==> config.mk <==
export PLATFORM = sky130hd
export DESIGN_NAME = if_fetch_unit
export DESIGN_NICKNAME = d
export VERILOG_FILES = /design/src/rtl/if_fetch_unit_pkg.sv /design/src/rtl/if_fetch_unit_redirect_arb.sv /design/src/rtl/if_fetch_unit.sv
export SDC_FILE = /design/constraint.sdc
export NUM_CORES = 1
export LEC_CHECK = 0
export ABC_AREA = 0
export BUFFER_PORTS_ARGS = -buffer_cell sky130_fd_sc_hd__buf_2
export CORE_MARGIN = 2
export CORE_UTILIZATION = 50
export DETAILED_ROUTE_END_ITERATION = 10
export GPL_TIMING_DRIVEN = 0
export PLACE_DENSITY = 0.95
export SYNTH_ARGS = -nofsm -noshare
export SYNTH_HDL_FRONTEND = slang
export SYNTH_SLANG_ARGS = --single-unit
==> constraint.sdc <==
create_clock -name clk -period 5.7 [get_ports clk]
set_clock_uncertainty 0.05 [all_clocks]
set_input_delay 0.855 -clock clk [delete_from_list [all_inputs] [get_ports clk]]
set_output_delay 0.855 -clock clk [all_outputs]
set_load 0.02 [all_outputs]
==> src/rtl/if_fetch_unit_pkg.sv <==
// Shared CPU definitions for the fetch slice: bus types, control constants,
// the fetch FSM state encoding and small PC helpers.
package cpu_defines;

  localparam int INST_ADDR_W = 32;
  localparam int INST_W      = 32;
  localparam int REG_W       = 32;

  typedef logic [INST_ADDR_W-1:0] inst_addr_t;
  typedef logic [INST_W-1:0]      inst_t;
  typedef logic [REG_W-1:0]       reg_t;

  localparam reg_t       ZERO_WORD        = '0;
  localparam logic       STOP             = 1'b1;
  localparam logic       NOT_STOP         = 1'b0;
  localparam logic       RST_ENABLE       = 1'b1;
  localparam int         EXC_ADEL_IF_BIT  = 13;
  localparam inst_addr_t RESET_PC_DEFAULT = 32'hBFC0_0000;
  localparam inst_addr_t PC_STEP          = 32'd4;

  typedef enum logic [1:0] {
    FETCH_RESET,
    FETCH_REQ,
    FETCH_WAIT,
    FETCH_HOLD
  } fetch_state_e;

  function automatic logic pc_misaligned(input inst_addr_t pc);
    return pc[1:0] != 2'b00;
  endfunction

  function automatic inst_addr_t word_align(input inst_addr_t pc);
    return {pc[INST_ADDR_W-1:2], 2'b00};
  endfunction

endpackage

==> src/rtl/if_fetch_unit_redirect_arb.sv <==
// Combinational flush/branch arbitration: a redirect is taken when either
// request is active; with FLUSH_PRIO=1 the exception vector wins.
module if_redirect_arb
  import cpu_defines::*;
#(
  parameter int FLUSH_PRIO = 1
) (
  input  logic       flush,
  input  inst_addr_t new_pc,
  input  logic       branch_flag_i,
  input  inst_addr_t branch_target_i,
  output logic       redirect,
  output inst_addr_t target
);

  logic flush_wins;

  always_comb begin
    flush_wins = flush && ((FLUSH_PRIO == 1) || !branch_flag_i);
    redirect   = flush || branch_flag_i;
    target     = flush_wins ? new_pc : branch_target_i;
  end

endmodule

==> src/rtl/if_fetch_unit.sv <==
// Fetch-side producer for IF/ID: owns the PC, issues single-outstanding imem
// requests and presents fetched words. Optional AdEL check: IF_ADEL_EXC_EN.
module if_fetch_unit
  import cpu_defines::*;
#(
  parameter inst_addr_t RESET_PC   = RESET_PC_DEFAULT,
  parameter int         FLUSH_PRIO = 1
) (
  input  logic        clk,
  input  logic        rst,
  input  logic [5:0]  stall,
  input  logic        flush,
  input  logic [31:0] new_pc,
  input  logic        branch_flag_i,
  input  logic [31:0] branch_target_i,
  output logic        imem_req,
  output logic [31:0] imem_addr,
  input  logic        imem_gnt,
  input  logic        imem_rvalid,
  input  logic [31:0] imem_rdata,
  output logic [31:0] if_pc,
  output logic [31:0] if_inst,
  output logic        if_valid,
  output logic [31:0] if_excepttype
);

  fetch_state_e state_q, state_d;
  inst_addr_t   pc_q, pc_d;
  logic         drop_q, drop_d;
  inst_addr_t   if_pc_q, if_pc_d;
  inst_t        if_inst_q, if_inst_d;
  logic         if_valid_q, if_valid_d;
  reg_t         exc_q, exc_d;

  logic       redirect;
  inst_addr_t target;
  logic       adel;
  logic       unused_stall;

  // Upper stall bits belong to later stages.
  assign unused_stall = ^stall[5:1];

  if_redirect_arb #(
    .FLUSH_PRIO(FLUSH_PRIO)
  ) u_redirect_arb (
    .flush          (flush),
    .new_pc         (new_pc),
    .branch_flag_i  (branch_flag_i),
    .branch_target_i(branch_target_i),
    .redirect       (redirect),
    .target         (target)
  );

  // NOTE: every combinational output gets a default first so no path can infer a latch.
  always_comb begin
    state_d    = state_q;
    pc_d       = pc_q;
    drop_d     = drop_q;
    if_pc_d    = if_pc_q;
    if_inst_d  = if_inst_q;
    if_valid_d = if_valid_q;
    exc_d      = exc_q;
    imem_req   = 1'b0;
    imem_addr  = ZERO_WORD;
    adel       = 1'b0;
`ifdef IF_ADEL_EXC_EN
    adel       = pc_misaligned(pc_q);
`endif

    unique case (state_q)
      FETCH_RESET: state_d = FETCH_REQ;

      FETCH_REQ: begin
        if (adel) begin
          // Misaligned fetch is reported in place of an instruction.
          if_pc_d    = pc_q;
          if_inst_d  = ZERO_WORD;
          if_valid_d = 1'b1;
          exc_d      = ZERO_WORD;
          exc_d[EXC_ADEL_IF_BIT] = 1'b1;
          state_d    = FETCH_HOLD;
        end else begin
          imem_req  = 1'b1;
          imem_addr = word_align(pc_q);
          if (imem_gnt) state_d = FETCH_WAIT;
        end
      end

      FETCH_WAIT: begin
        if (imem_rvalid) begin
          if (drop_q) begin
            drop_d  = 1'b0;
            state_d = FETCH_REQ;
          end else begin
            if_pc_d    = pc_q;
            if_inst_d  = imem_rdata;
            if_valid_d = 1'b1;
            exc_d      = ZERO_WORD;
            pc_d       = pc_q + PC_STEP;
            state_d    = FETCH_HOLD;
          end
        end
      end

      FETCH_HOLD: begin
        if (if_valid_q && (stall[0] == NOT_STOP)) begin
          if_valid_d = 1'b0;
          state_d    = FETCH_REQ;
        end
      end

      default: state_d = FETCH_RESET;
    endcase

    // Redirect overrides everything above, including a held stall.
    if (redirect) begin
      pc_d       = target;
      if_valid_d = 1'b0;
      if_pc_d    = ZERO_WORD;
      if_inst_d  = ZERO_WORD;
      exc_d      = ZERO_WORD;
      unique case (state_q)
        FETCH_REQ: begin
          if (imem_req && imem_gnt) begin
            drop_d  = 1'b1;
            state_d = FETCH_WAIT;
          end else begin
            state_d = FETCH_REQ;
          end
        end
        FETCH_WAIT: begin
          if (imem_rvalid) begin
            drop_d  = 1'b0;
            state_d = FETCH_REQ;
          end else begin
            drop_d  = 1'b1;
            state_d = FETCH_WAIT;
          end
        end
        default: state_d = FETCH_REQ;
      endcase
    end
  end

  // NOTE: state flops use non-blocking assignments; reset is synchronous to clk.
  always_ff @(posedge clk) begin
    if (rst == RST_ENABLE) begin
      state_q    <= FETCH_RESET;
      pc_q       <= RESET_PC;
      drop_q     <= 1'b0;
      if_pc_q    <= ZERO_WORD;
      if_inst_q  <= ZERO_WORD;
      if_valid_q <= 1'b0;
      exc_q      <= ZERO_WORD;
    end else begin
      state_q    <= state_d;
      pc_q       <= pc_d;
      drop_q     <= drop_d;
      if_pc_q    <= if_pc_d;
      if_inst_q  <= if_inst_d;
      if_valid_q <= if_valid_d;
      exc_q      <= exc_d;
    end
  end

  assign if_pc         = if_pc_q;
  assign if_inst       = if_inst_q;
  assign if_valid      = if_valid_q;
  assign if_excepttype = exc_q;

endmodule

==> results.sh, run 1 <==
export IMPL_first_global_vias=4708
export IMPL_ant_nets=0
export IMPL_die_area_um2=10500
export IMPL_worst_hold_startpoint="if_inst[1]"
export IMPL_grt_max_degree=20
export IMPL_cts_buffers_inserted=9
export IMPL_min_path_cells=2
export IMPL_layout_nets=977
export IMPL_yosys_register_bits=100
export IMPL_hold_viol=0
export IMPL_yosysUniqueCellTypes=50
export IMPL_r2r_end="if_pc[29]"
export IMPL_status="finished, final reports clean"
export IMPL_ys_warnings_count=0
export IMPL_critPathCaptureType="output port"
export IMPL_final_common_cell="buf_2"
export IMPL_fp_row_count=35
export IMPL_area_growth_pct=30.2
export IMPL_tightest_slew_ns=0.747
export IMPL_yosysSeqAreaShare_pct=41.2
export IMPL_die_x_um=103
export IMPL_rsz0062_at_grt="no"
export IMPL_cts_htree_levels=3
export IMPL_path_clk_slew_ns=0.11
export IMPL_synth_edf_count=0
export IMPL_tns_ns=0
export IMPL_arrival_ns=1.94
export IMPL_peakVddDrop_v=0.000130
export IMPL_overflow=0
export IMPL_crit_family="buffers and inverters"
export IMPL_crit_required_ns=4.80
export IMPL_num_io_pins=238
export IMPL_fin_cells=1000
export IMPL_cts_tree="done"
export IMPL_r2r_slack_ns=3.30
export IMPL_async_flop_share_pct=0
export IMPL_cts_root_buffer_cell="clkbuf_8"
export IMPL_dp_cells=983
export IMPL_cp_slowest_cell="ha_1"
export IMPL_port_buffers=197
export IMPL_layout_min_cycle_time_ns=2.85
export IMPL_grt_pass1_wl_um=23200
export IMPL_power_leakage_nw=2.80
export IMPL_cp_num_buf_inv=3
export IMPL_place_ws_ns=3.01
export IMPL_worstReg2RegStart="state_q[0]"
export IMPL_final_cell_mix="buf_2 (202), nand2_1 (148), dfxtp_1 (100), a21oi_1 (84)"
export IMPL_max_freq_mhz=351
export IMPL_hold_path_class="reg2reg"
export IMPL_cpPeakStageDelay_ns=0.39
export IMPL_fill_cells=855
export IMPL_critPathKind="reg2out"
export IMPL_finalWorstSetupSlack_ns=2.85
export IMPL_clk_latency_ns=0.37
export IMPL_cts_max_path_buffers=2
export IMPL_routabilityCongestion=0.989
export IMPL_drive_gt1_share_pct=29.7
export IMPL_cts_sinks=100
export IMPL_cts_setup_buffers=0
export IMPL_ctsResizeCount=0
export IMPL_netlist_top_cells_area="dfxtp_1 (41%), nand2_1 (11%), a21oi_1 (8.7%)"
export IMPL_drv_cap=0
export IMPL_slew_headroom_pct=50.2
export IMPL_finish_utilization_pct=67.8
export IMPL_holdBufCountCts=0
export IMPL_wirelength_um=15400
export IMPL_r2r_cells=8
export IMPL_maxSlewViolCount=0
export IMPL_powerDensity_nw_per_um2=229
export IMPL_worst_path_max_fanout=10
export IMPL_whs_endpoint="if_inst[1]"
export IMPL_netlist_area_um2=4860
export IMPL_synth_top_area_share_pct=41.2
export IMPL_placed_area_um2=6130
export IMPL_setup_violations=0
export IMPL_synth_largest_area_cell="dfxtp_1"
export IMPL_core_area_um2=9330
export IMPL_drt_iter0_markers=515
export IMPL_syn_inst=624
export IMPL_dp_hpwl_um=11700
export IMPL_worstPathCellList="inv_1 -> ha_1 -> clkbuf_1 -> and2_1 -> buf_2"
export IMPL_syn_avg_cell_area_um2=7.79
export IMPL_die_h_um=103
export IMPL_crit_path_start_kind="flop"
export IMPL_wl_per_cell_um=15.4
export IMPL_first_pass_iters=9
export IMPL_track_usage_pct=28.2
export IMPL_min_period_over_period_pct=50.0
export IMPL_synthFlopType="dfxtp_1"
export IMPL_initial_core_util_pct=52.1
export IMPL_antenna_found_initial=1
export IMPL_post_route_cell_area_um2=6320
export IMPL_drc=0
export IMPL_dr_total_vias=5329
export IMPL_viasPerCell=5.33
[layer usage]
layer  wire length [um]  part of all wire (%)  up-vias  GRT usage, %
li1                   -                     -     2547             -
met1               6220                    40     2426          37.1
met2               7250                    47      303          44.9
met3               1380                   9.0       53          5.97
met4                522                   3.4        0          12.5
met5                  0                     0        -             0
[cell families (layout without fill, tap and decap cells)]
family / Yosys count / count (layout) / share of synthesized area [%]
AO/OA/AOI/OAI: 144 / 144 / 17.5
XOR/XNOR: 23 / 23 / 4.15
adder cells (fa/ha/maj): 4 / 4 / 1.03
buffers and inverters: 87 / 300 / 9.63
flip-flops: 100 / 100 / 41.2
multiplexers: 6 / 6 / 1.24
other: 1 / 35 / 0.0772
AND/OR/NAND/NOR: 259 / 259 / 25.1
[cell usage after synthesis, types with 2 or more instances]
master	count
mux2i_1	6
nand4_1	13
ha_1	4
or3_1	2
o22ai_1	18
nand2b_1	4
nor4_1	5
buf_2	5
a211oi_1	6
nand3b_1	3
nor2_1	22
xnor2_1	8
and3_1	5
a22oi_1	10
nand2_1	148
clkbuf_1	28
xor2_1	15
and2_1	33
a222oi_1	2
inv_1	10
a31oi_1	2
nand3_1	11
o21ai_0	6
o21ai_1	2
buf_1	8
a22o_1	2
buf_4	34
and4_1	2
dfxtp_1	100
a221oi_1	4
a21oi_1	84
nor3_1	4
[worst min-delay path: cells and delay by family (launching register included)]
family	cells	cell delay, ns
flip-flops	1	0.32
AND/OR/NAND/NOR	1	0.05
AO/OA/AOI/OAI	1	0.05
[flip-flops by register name (all words and copies together) (netlist names)]
name	flops
pc_q	32
drop_q	1
state_q	2
if_pc	32
if_inst	32
if_valid	1
[per-stage QoR]
stage / hold slack (ns) / total power, mW
detailed placement: 0.394 / 1.01
global placement: 0.389 / 1.01
finish: 0.407 / 1.45
CTS: 0.408 / 1.45
floorplan: 0.381 / 0.919
global route: 0.425 / 1.51
[layout make-up]
class	instances	area (um^2)	share of cell area (%)
diodes	1	2.50	0.0396
plain buffers	76	427	6.75
clock buffers	9	124	1.96
clock inverters	7	67.6	1.07
inverters	11	41.3	0.653
multi-input cells	470	2510	39.7
flip-flops and latches	100	2000	31.7
well taps	129	161	2.55
repair buffers	197	986	15.6
[power by group]
group / internal [mW] / total, mW / leakage, nW / switching (mW)
sequential: 0.718 / 0.747 / 0.814 / 0.0293
clock: 0.170 / 0.444 / 0.0989 / 0.275
combinational: 0.105 / 0.259 / 1.89 / 0.155
[how the worst max path moves through the flow]
| stage | start | end | slack, ns | depth (start not counted) |
|---|---|---|---|---|
| 3_5_place_dp | branch_flag_i | pc_q[12] | 3.01 | 5 |
| 3_3_place_gp | branch_flag_i | pc_q[12] | 3.04 | 5 |
| 5_1_grt | state_q[1] | imem_addr[8] | 2.76 | 5 |
| 6_report | state_q[1] | imem_addr[8] | 2.85 | 5 |
| 4_1_cts | state_q[1] | imem_addr[7] | 2.89 | 5 |
| 2_1_floorplan | branch_flag_i | state_q[0] | 3.54 | 6 |
Power figures use the tool's default switching activity.
==> inputs of run 2 (changes only) <==
--- a/config.mk
+++ b/config.mk
@@ -5,13 +5,13 @@
 export SDC_FILE = /design/constraint.sdc
 export NUM_CORES = 1
 export LEC_CHECK = 0
-export ABC_AREA = 0
+export ABC_AREA = 1
 export BUFFER_PORTS_ARGS = -buffer_cell sky130_fd_sc_hd__buf_2
 export CORE_MARGIN = 2
-export CORE_UTILIZATION = 50
+export CORE_UTILIZATION = 48
 export DETAILED_ROUTE_END_ITERATION = 10
 export GPL_TIMING_DRIVEN = 0
-export PLACE_DENSITY = 0.95
+export PLACE_DENSITY = 0.91
 export SYNTH_ARGS = -nofsm -noshare
 export SYNTH_HDL_FRONTEND = slang
 export SYNTH_SLANG_ARGS = --single-unit
==> constraint.sdc (replaced) <==
create_clock -name clk -period 2.95 [get_ports clk]
set_clock_uncertainty 0.05 [all_clocks]
set_input_delay 0.4425 -clock clk [delete_from_list [all_inputs] [get_ports clk]]
set_output_delay 0.4425 -clock clk [all_outputs]
set_load 0.02 [all_outputs]
==> results.sh, run 2 <==
export IMPL_status="finished, final reports clean"
export IMPL_area_growth_pct=28.6
export IMPL_num_io_pins=238
export IMPL_setup_violations=0
export IMPL_ys_warnings_count=0
export IMPL_first_global_vias=5885
export IMPL_synth_common_cells="nand2_1 (281), dfxtp_1 (100), a21oi_1 (94), inv_1 (74), nor2_1 (73)"
export IMPL_synth_most_common_cell="nand2_1"
export IMPL_drc=0
export IMPL_port_buffers=197
export IMPL_cts_max_path_buffers=2
export IMPL_antenna_found_initial=0
export IMPL_cts_root_buffer_cell="clkbuf_16"
export IMPL_max_freq_mhz=383
export IMPL_ant_nets=0
export IMPL_maxSlewViolCount=0
export IMPL_cts_setup_buffers=0
export IMPL_first_pass_iters=5
export IMPL_yosysUniqueCellTypes=32
export IMPL_rsz0062_at_grt="no"
export IMPL_yosysSeqAreaShare_pct=36.2
export IMPL_netlist_area_um2=5540
export IMPL_final_cell_mix="nand2_1 (281), buf_2 (215), dfxtp_1 (100), a21oi_1 (94), inv_1 (74)"
export IMPL_cts_buffers_inserted=9
export IMPL_netlist_top_cells_area="dfxtp_1 (36%), nand2_1 (19%), a21oi_1 (8.5%)"
export IMPL_clk_latency_ns=0.36
export IMPL_multi_input_area_um2=2910
export IMPL_cts_htree_levels=3
export IMPL_placed_area_um2=6830
export IMPL_die_x_um=111
export IMPL_dr_total_vias=6345
export IMPL_syn_inst=858
export IMPL_wl_per_cell_um=15.1
export IMPL_crit_path_start_kind="flop"
export IMPL_antenna_cells=0
export IMPL_synth_largest_area_cell="dfxtp_1"
export IMPL_regArea_um2=2000
export IMPL_grt_max_degree=20
export IMPL_post_route_cell_area_um2=7120
export IMPL_die_area_um2=12400
export IMPL_final_common_cell="nand2_1"
export IMPL_async_flop_share_pct=0
export IMPL_routabilityCongestion=0.984
export IMPL_synth_top_area_share_pct=36.2
export IMPL_overflow=0
export IMPL_path_clk_slew_ns=0.08
export IMPL_critPathKind="reg2out"
export IMPL_peakVddDrop_v=0.000281
export IMPL_syn_avg_cell_area_um2=6.45
export IMPL_arrival_ns=2.12
export IMPL_drive_gt1_share_pct=26.9
export IMPL_layout_min_cycle_time_ns=2.61
export IMPL_yosys_register_bits=100
export IMPL_die_h_um=111
export IMPL_hold_path_class="in2reg"
export IMPL_holdBufCountCts=0
export IMPL_power_total_mw=3.32
export IMPL_power_leakage_nw=3.64
export IMPL_ctsResizeCount=0
export IMPL_tightest_slew_ns=0.713
export IMPL_cts_sinks=100
export IMPL_drt_iter0_markers=541
export IMPL_tns_ns=0
export IMPL_viasPerCell=5.09
export IMPL_synthFlopType="dfxtp_1"
export IMPL_hold_viol=0
export IMPL_worst_path_max_fanout=10
export IMPL_core_area_um2=11300
export IMPL_dp_hpwl_um=14400
export IMPL_powerDensity_nw_per_um2=466
export IMPL_initial_core_util_pct=48.9
export IMPL_layout_nets=1211
export IMPL_cts_tree="done"
export IMPL_grt_pass1_wl_um=29400
export IMPL_synth_edf_count=0
export IMPL_crit_required_ns=2.46
export IMPL_wirelength_um=18800
export IMPL_fill_cells=1078
export IMPL_fp_row_count=39
export IMPL_min_period_over_period_pct=88.5
export IMPL_drv_cap=0
export IMPL_track_usage_pct=29.7
export IMPL_slew_headroom_pct=52.5
export IMPL_critPathCaptureType="output port"
[run 2: cell types whose count changed after synthesis, sizes merged, moves of 7 or more]
cell	previous run	this run
nand4	14	7
o21ai	8	62
a22oi	10	1
a21oi	84	95
inv	10	79
and2	33	0
nand3	11	29
o22ai	18	0
xnor2	8	0
nand2	148	284
nor2	22	88
[run 2: stage by stage]
| stage | utilization, % | hold slack (ns) | setup slack [ns] | cells |
|---|---|---|---|---|
| 6_report | 62.9 | 0.270 | 0.339 | 1247 |
| 5_1_grt | 62.9 | 0.278 | 0.191 | 1247 |
| 4_1_cts | 62.9 | 0.274 | 0.380 | 1247 |
| 3_5_place_dp | 60.3 | 0.404 | 0.762 | 1231 |
| 3_3_place_gp | 60.3 | 0.399 | 0.773 | 1231 |
| 2_1_floorplan | - | 0.387 | 1.12 | 891 |
[run 2: path summary, 6_finish.rpt]
kind / cells after the start / startpoint / endpoint / slack [ns]
min reg2reg: 2 / if_inst[11] / if_inst[11] / 0.41
min: 3 / imem_rdata[25] / if_inst[25] / 0.27
max reg2reg: 7 / state_q[0] / if_pc[29] / 0.97
max: 6 / state_q[0] / imem_addr[9] / 0.34
[run 2: cell type report]
| type | instances | area share [%] |
|---|---|---|
| Tap cell | 143 | 2.51 |
| Multi-Input combinational cell | 635 | 40.9 |
| Buffer | 77 | 6.29 |
| Timing Repair Buffer | 197 | 13.8 |
| Inverter | 79 | 4.17 |
| Clock buffer | 9 | 3.16 |
| Sequential cell | 100 | 28.1 |
| Clock inverter | 7 | 0.967 |
[run 2: where the power goes]
group	internal (mW)	total, mW	switching, mW
sequential	1.39	1.47	0.0712
clock	0.597	1.19	0.595
combinational	0.231	0.658	0.427
total	2.22	3.32	1.09
[run 2: cell families (layout without fill, tap and decap cells)]
group                      Yosys count  in the layout  synth area share (%)
and+or+nand+nor                    416            416                  31.8
DFF                                100            100                  36.2
adders and majority gates            4              4                 0.904
AOI/OAI and AO/OA                  172            172                  16.2
other                                1             34                0.0677
xor gates and xnor gates             9              9                  1.42
buffers and inverters              156            369                  13.4
[run 2: routing by layer]
metal  wire length, um  global-route usage [%]  part of all wire (%)
met1              7870                    38.1                    42
met2              8560                    49.1                    46
met3              1560                    4.95                   8.3
met4               820                    13.9                   4.4
met5                 0                       0                     0
[run 2: worst max-delay path: stages (launching register included)]
cell      delay (ns)
dfxtp_1         0.38
ha_1            0.18
clkbuf_1        0.29
clkbuf_1        0.47
nand2_1         0.20
inv_1           0.08
buf_2           0.15
